File: config.mk
export PLATFORM = sky130hd
export DESIGN_NAME = spi_shadow_regbank
export DESIGN_NICKNAME = d
export VERILOG_FILES = /design/src/rtl/spi_shadow_regbank.sv
export SDC_FILE = /design/constraint.sdc
export NUM_CORES = 1
export LEC_CHECK = 0
export ABC_CLOCK_PERIOD_IN_PS = 2300
export BUFFER_PORTS_ARGS = -buffer_cell sky130_fd_sc_hd__buf_2
export CAP_MARGIN = 20
export CORE_MARGIN = 3
export CORE_UTILIZATION = 57
export CTS_BUF_LIST = sky130_fd_sc_hd__clkbuf_16
export CTS_CLUSTER_SIZE = 20
export DETAILED_ROUTE_END_ITERATION = 8
export PLACE_DENSITY = 0.81
export SLEW_MARGIN = 0
export SYNTH_ARGS = -nofsm -noshare
export SYNTH_HDL_FRONTEND = slang
export SYNTH_SLANG_ARGS = --single-unit
File: constraint.sdc
create_clock -name sclk -period 2.3 [get_ports sclk]
set_input_delay 0.23 -clock sclk [delete_from_list [all_inputs] [get_ports sclk]]
set_output_delay 0.23 -clock sclk [all_outputs]
set_load 0.03 [all_outputs]
File: src/rtl/spi_shadow_regbank.sv
// spi_shadow_regbank
// Register bank and commit controller that sits behind the SPI slave.
// Writes from the slave land in a shadow register set. A commit command
// copies every shadow register to the live outputs on one sclk edge, so
// downstream PWM settings never see a half-updated configuration.
// The bank also supports a discard command, a sticky lock and a
// saturating error counter.
//
// Ports:
//   sclk           in   SPI clock, all state updates on its rising edge
//   rst_n          in   asynchronous active-low reset
//   addr_i         in   register address, bit 7 ignored
//   data_wr_i      in   write data
//   wr_en_i        in   level write strobe, may stay high several edges
//   data_rd_o      out  combinational read data
//   active_o       out  live registers, reg k at bits [8k+7:8k]
//   commit_pulse_o out  high for one sclk cycle after a commit
//   locked_o       out  sticky lock status
module spi_shadow_regbank #(
   parameter int         NREG      = 8,
   parameter logic [6:0] ADDR_CTRL = 7'h7E,
   parameter logic [6:0] ADDR_STAT = 7'h7F
) (
   input  logic              sclk,
   input  logic              rst_n,
   input  logic [7:0]        addr_i,
   input  logic [7:0]        data_wr_i,
   input  logic              wr_en_i,
   output logic [7:0]        data_rd_o,
   output logic [NREG*8-1:0] active_o,
   output logic              commit_pulse_o,
   output logic              locked_o
);

   logic [7:0] shadow [NREG];
   logic [7:0] active [NREG];
   logic       dirty;
   logic [3:0] err_cnt;
   logic       wr_en_q;

   logic [6:0] a;
   logic       accept;
   logic       a_is_data;
   logic       unused_addr_msb;

   assign a               = addr_i[6:0];
   assign unused_addr_msb = addr_i[7];

   // The slave holds wr_en_i high for as long as it likes, so only the
   // rising edge of the strobe counts as a write.
   assign accept = wr_en_i & ~wr_en_q;

   // Address falls inside the data register window.
   always_comb begin
      a_is_data = 1'b0;
      for (int k = 0; k < NREG; k++) begin
         if (a == 7'(k)) a_is_data = 1'b1;
      end
   end

   // Main state update. The mode machine is kept as two flags: dirty
   // (shadow differs from what was last committed/discarded) and locked.
   // UNLOCKED_CLEAN/UNLOCKED_DIRTY map to locked=0 with dirty=0/1, and
   // LOCKED keeps tracking dirty because commit/discard stay legal.
   // Discard has priority over commit; lock is applied after either, on
   // the same edge, and is only cleared by reset.
   always_ff @(posedge sclk or negedge rst_n) begin
      if (!rst_n) begin
         for (int k = 0; k < NREG; k++) begin
            shadow[k] <= 8'h00;
            active[k] <= 8'h00;
         end
         dirty          <= 1'b0;
         locked_o       <= 1'b0;
         err_cnt        <= 4'h0;
         commit_pulse_o <= 1'b0;
         wr_en_q        <= 1'b0;
      end else begin
         wr_en_q        <= wr_en_i;
         commit_pulse_o <= 1'b0;
         if (accept) begin
            if (a == ADDR_STAT) begin
               err_cnt <= 4'h0;
            end else if (a == ADDR_CTRL) begin
               if (data_wr_i[1]) begin
                  for (int k = 0; k < NREG; k++) shadow[k] <= active[k];
                  dirty <= 1'b0;
               end else if (data_wr_i[0]) begin
                  for (int k = 0; k < NREG; k++) active[k] <= shadow[k];
                  dirty          <= 1'b0;
                  commit_pulse_o <= 1'b1;
               end
               if (data_wr_i[2]) locked_o <= 1'b1;
            end else if (a_is_data && !locked_o) begin
               for (int k = 0; k < NREG; k++) begin
                  if (a == 7'(k)) shadow[k] <= data_wr_i;
               end
               dirty <= 1'b1;
            end else begin
               if (err_cnt != 4'hF) err_cnt <= err_cnt + 4'h1;
            end
         end
      end
   end

   // Flatten the live registers onto the output bus.
   always_comb begin
      active_o = '0;
      for (int k = 0; k < NREG; k++) active_o[8*k +: 8] = active[k];
   end

   // Read mux back to the slave; data reads return the shadow copy so the
   // host can verify what it is about to commit.
   always_comb begin
      data_rd_o = 8'h00;
      if (a == ADDR_CTRL) begin
         data_rd_o = {7'b0, locked_o};
      end else if (a == ADDR_STAT) begin
         data_rd_o = {locked_o, dirty, 2'b00, err_cnt};
      end else begin
         for (int k = 0; k < NREG; k++) begin
            if (a == 7'(k)) data_rd_o = shadow[k];
         end
      end
   end

endmodule

==> results.md <==
* CP bufs+invs at 3
* Post-route minimum period at approximately 2.3 ns
* Initial drt markers at 496
* Drt total wl at 18610 um
* R2R Setup Slk at ~0.38 ns
* Most common cell type on the critical path: buf_4
* IO buf count at 91
* Gpl congestion at ~0.93
* Gr usage total at a little under a third
* WL met3 at 1455 um
* #FFs+latches synth at around 140
* Worst-case clock skew at around 0.0095 ns
* Clock slew at reported path FFs at approximately 0.060 ns
* Total CTS buffers at 17
* Setup Slack @ Placement at -0.1001 ns
* Final hold violation count at 0
* Vias per cell at around 6.2
* PwrDens at a little over 700 mW/mm^2
* Max Used Layer: met4
* Yosys synthesis warning count at 0
* Clk Latency, worst-skew pair at ~0.43 ns
* Unique masters post-synth at 54
* Worst stage delay on the critical path at roughly 0.54 ns
* Hpwl dp at around 13000 um
* Area leader, netlist: dfrtp_1
* Critical Path End Type: output port
* Slew margin rel. at a little under half
* Cell Rows at 38
* Mapped cell area at 0.006469 sq mm
* Fmax at ~430 MHz
* Largest net degree at the start of global routing at 56
* Tot Pwr at approximately 5.7 mW
* Final setup fails at 1
* Delay-heaviest family, CP: simple AND/OR/NAND/NOR gates
* Root buf cell: clkbuf_16
* Final core occ at about three quarters
* Crit-path cells: buf_8 -> or4_4 -> buf_4 -> or2_2 -> o22ai_1 -> o211ai_1 -> o21ai_0 -> buf_4
* Pins Over Slew Limit at 0
* Final non-filler cell total at about 900
* Starting Density at between 50% and 60%
* Total grt overflow at 0
* N_diodes at 0
* Syn Nets at 630
* Period utilization at 100.8%
* Max rail drop VDD at roughly 0.00066 V
* Pre-Repair DR Iteration Count at 5
* ANT nets after route at 0
* Setup tns final at -0.01777 ns
* Worst EP required at just over 2 ns
* Met2 WL at roughly 9000 um
* Crit-path max FO at 5
* RSZ-0062 raised after global routing: yes
* Failing checks: setup timing
* Ranking of synthesized cells by area: dfrtp_1 53%, mux2_2 12%, a21oi_1 6.8%
* Layout cells sized above 1 at 37.28%
* Area delta synth->final at 24.27%
* DR vias at approximately 5500
* Share of the synthesized area in the top cell type at roughly 53%
* Clock Sinks at between 100 and 150
* Drt drc at 0
* Critical path arrival at roughly 2.1 ns
* Placed Cells at approximately 850
* TritonCTS clock tree: yes
* Kind of critical path: in2out
* Final net count at 750
* Mapped Avg Cell Area at 10.60 sq um
* Slowest cell on the critical path: or4_4
* DR WL/cell at around 21 um
* Hold Path Class: in2reg
* Async SR Flop Fraction at 100.0%
* Core Region at about 0.011 sq mm
* Max-cap viol count at 0
* CTS H-tree lvls at 4
* Vias in the first global route at between 5000 and 6000
* First-pass GRT wire length at around 29000 um
* WL met1 at around 7700 um
* Die X at 112.5 um
* DIE HEIGHT at around 110 um
* Leak pwr at slightly below 4 nW
* Num ports at 93
* EDFF count, synth at 0
* Crit start category: input pin
* Seq/Total Area, Yosys at about 53%
* Worst slew pin tran at 0.7825 ns
* Most used flip-flop cell after synthesis: dfrtp_1
* Synth Instances at 610
* Worst setup margin at -0.01777 ns
* Status: complete, but fails checks
* Clock Tree Buf Depth at 2
* DIE AREA at about 0.013 sq mm
* Initial antenna violation count at 0
## power breakdown
group          internal, mW  switching, mW  leakage, nW
Combinational         0.180          0.292         1.77
Sequential             2.48         0.0969         1.87
Clock                  1.60           1.06        0.287
## cells by family after synthesis
logic type               count (synthesis)  share of synthesized area, %
flip-flops                             136                         52.61
AND/OR/NAND/NOR                        143                         11.64
buffers and inverters                   52                         4.004
AO/OA/AOI/OAI                          195                         17.35
multiplexers                            83                         14.20
adder cells (fa/ha/maj)                  1                        0.1934
## final timing paths
kind	from	end	depth (start not counted)
max reg2reg	wr_en_q$_DFF_PN0_	active_o[32]$_DFFE_PN0P_	5
min reg2reg	shadow[33]$_DFFE_PN0P_	shadow[33]$_DFFE_PN0P_	2
min in group asynchronous	rst_n	active_o[34]$_DFFE_PN0P_	2
min	data_wr_i[2]	locked_o$_DFFE_PN0P_	2
max in group asynchronous	rst_n	active_o[11]$_DFFE_PN0P_	3
max	addr_i[2]	data_rd_o[7]	8
## cell usage in the layout (no fill, tap or decap), drive strengths merged, types with 12 or more instances in the layout
cell type	count
a21oi	88
buf	143
clkbuf	18
dfrtp	136
inv	12
mux2	70
mux2i	13
nand2	65
nor2	28
o21ai	69
## sequential cells by signal (all words and copies together) (netlist names)
| register | flops |
|---|---|
| wr_en_q | 1 |
| commit_pulse_o | 1 |
| dirty | 1 |
| err_cnt | 4 |
| shadow | 64 |
| locked_o | 1 |
| active_o | 64 |
## Yosys cell counts (2+ instances only)
library cell / instances
a31o_2: 2
nor2_1: 27
nor4_1: 4
dfrtp_1: 136
a21oi_1: 88
o22ai_1: 2
nand2b_1: 3
o211ai_1: 4
o31ai_1: 2
buf_1: 8
o311ai_0: 3
buf_2: 17
mux2i_1: 13
a32oi_1: 2
o21ai_2: 4
mux2_2: 70
clkbuf_1: 13
nand3_1: 8
nor4_4: 5
a22oi_1: 7
o21ai_0: 43
buf_6: 5
nand2_1: 65
nor3_1: 3
o21ai_1: 22
o221ai_1: 4
nand3b_1: 3
or2_2: 2
inv_1: 7
nor2b_1: 11
a211oi_1: 3
o21a_2: 2
## per-stage QoR
step	instance area (sq um)	hold WS, ns
after floorplan	6481	-0.06559
after global placement	7336	0.2229
after detailed placement	7336	0.2355
after CTS	7948	0.03414
after global routing	8039	0.05134
final	8039	0.04895
## layer usage
metal / vias to the layer above / GRT usage, %
met5: - / 0
met4: 0 / 12.18
met3: 33 / 6.307
met2: 272 / 45.81
met1: 2718 / 42.38
li1: 2458 / -
## repair_timing
| item | 4_1_cts | 5_1_grt |
|---|---|---|
| hold endpoints to repair | 37 | 0 |
| setup buffers | 0 | 2 |
| setup endpoints to repair | 7 | 8 |
| pin swaps | 0 | 4 |
| gates cloned | 0 | 0 |
| hold buffers | 2 | 0 |
| gates resized for setup | 6 | 19 |
## area by class of cell
cell class              count  area (sq um)
flip-flops and latches    136          3403
inverters                   7         26.28
fillers                   765          2944
repair buffers            146         968.4
clock buffers              17         425.4
clock inverters            15         153.9
well taps                 140         175.2
multi-input cells         422          2887
No activity file was read; power rests on OpenSTA's default activity.
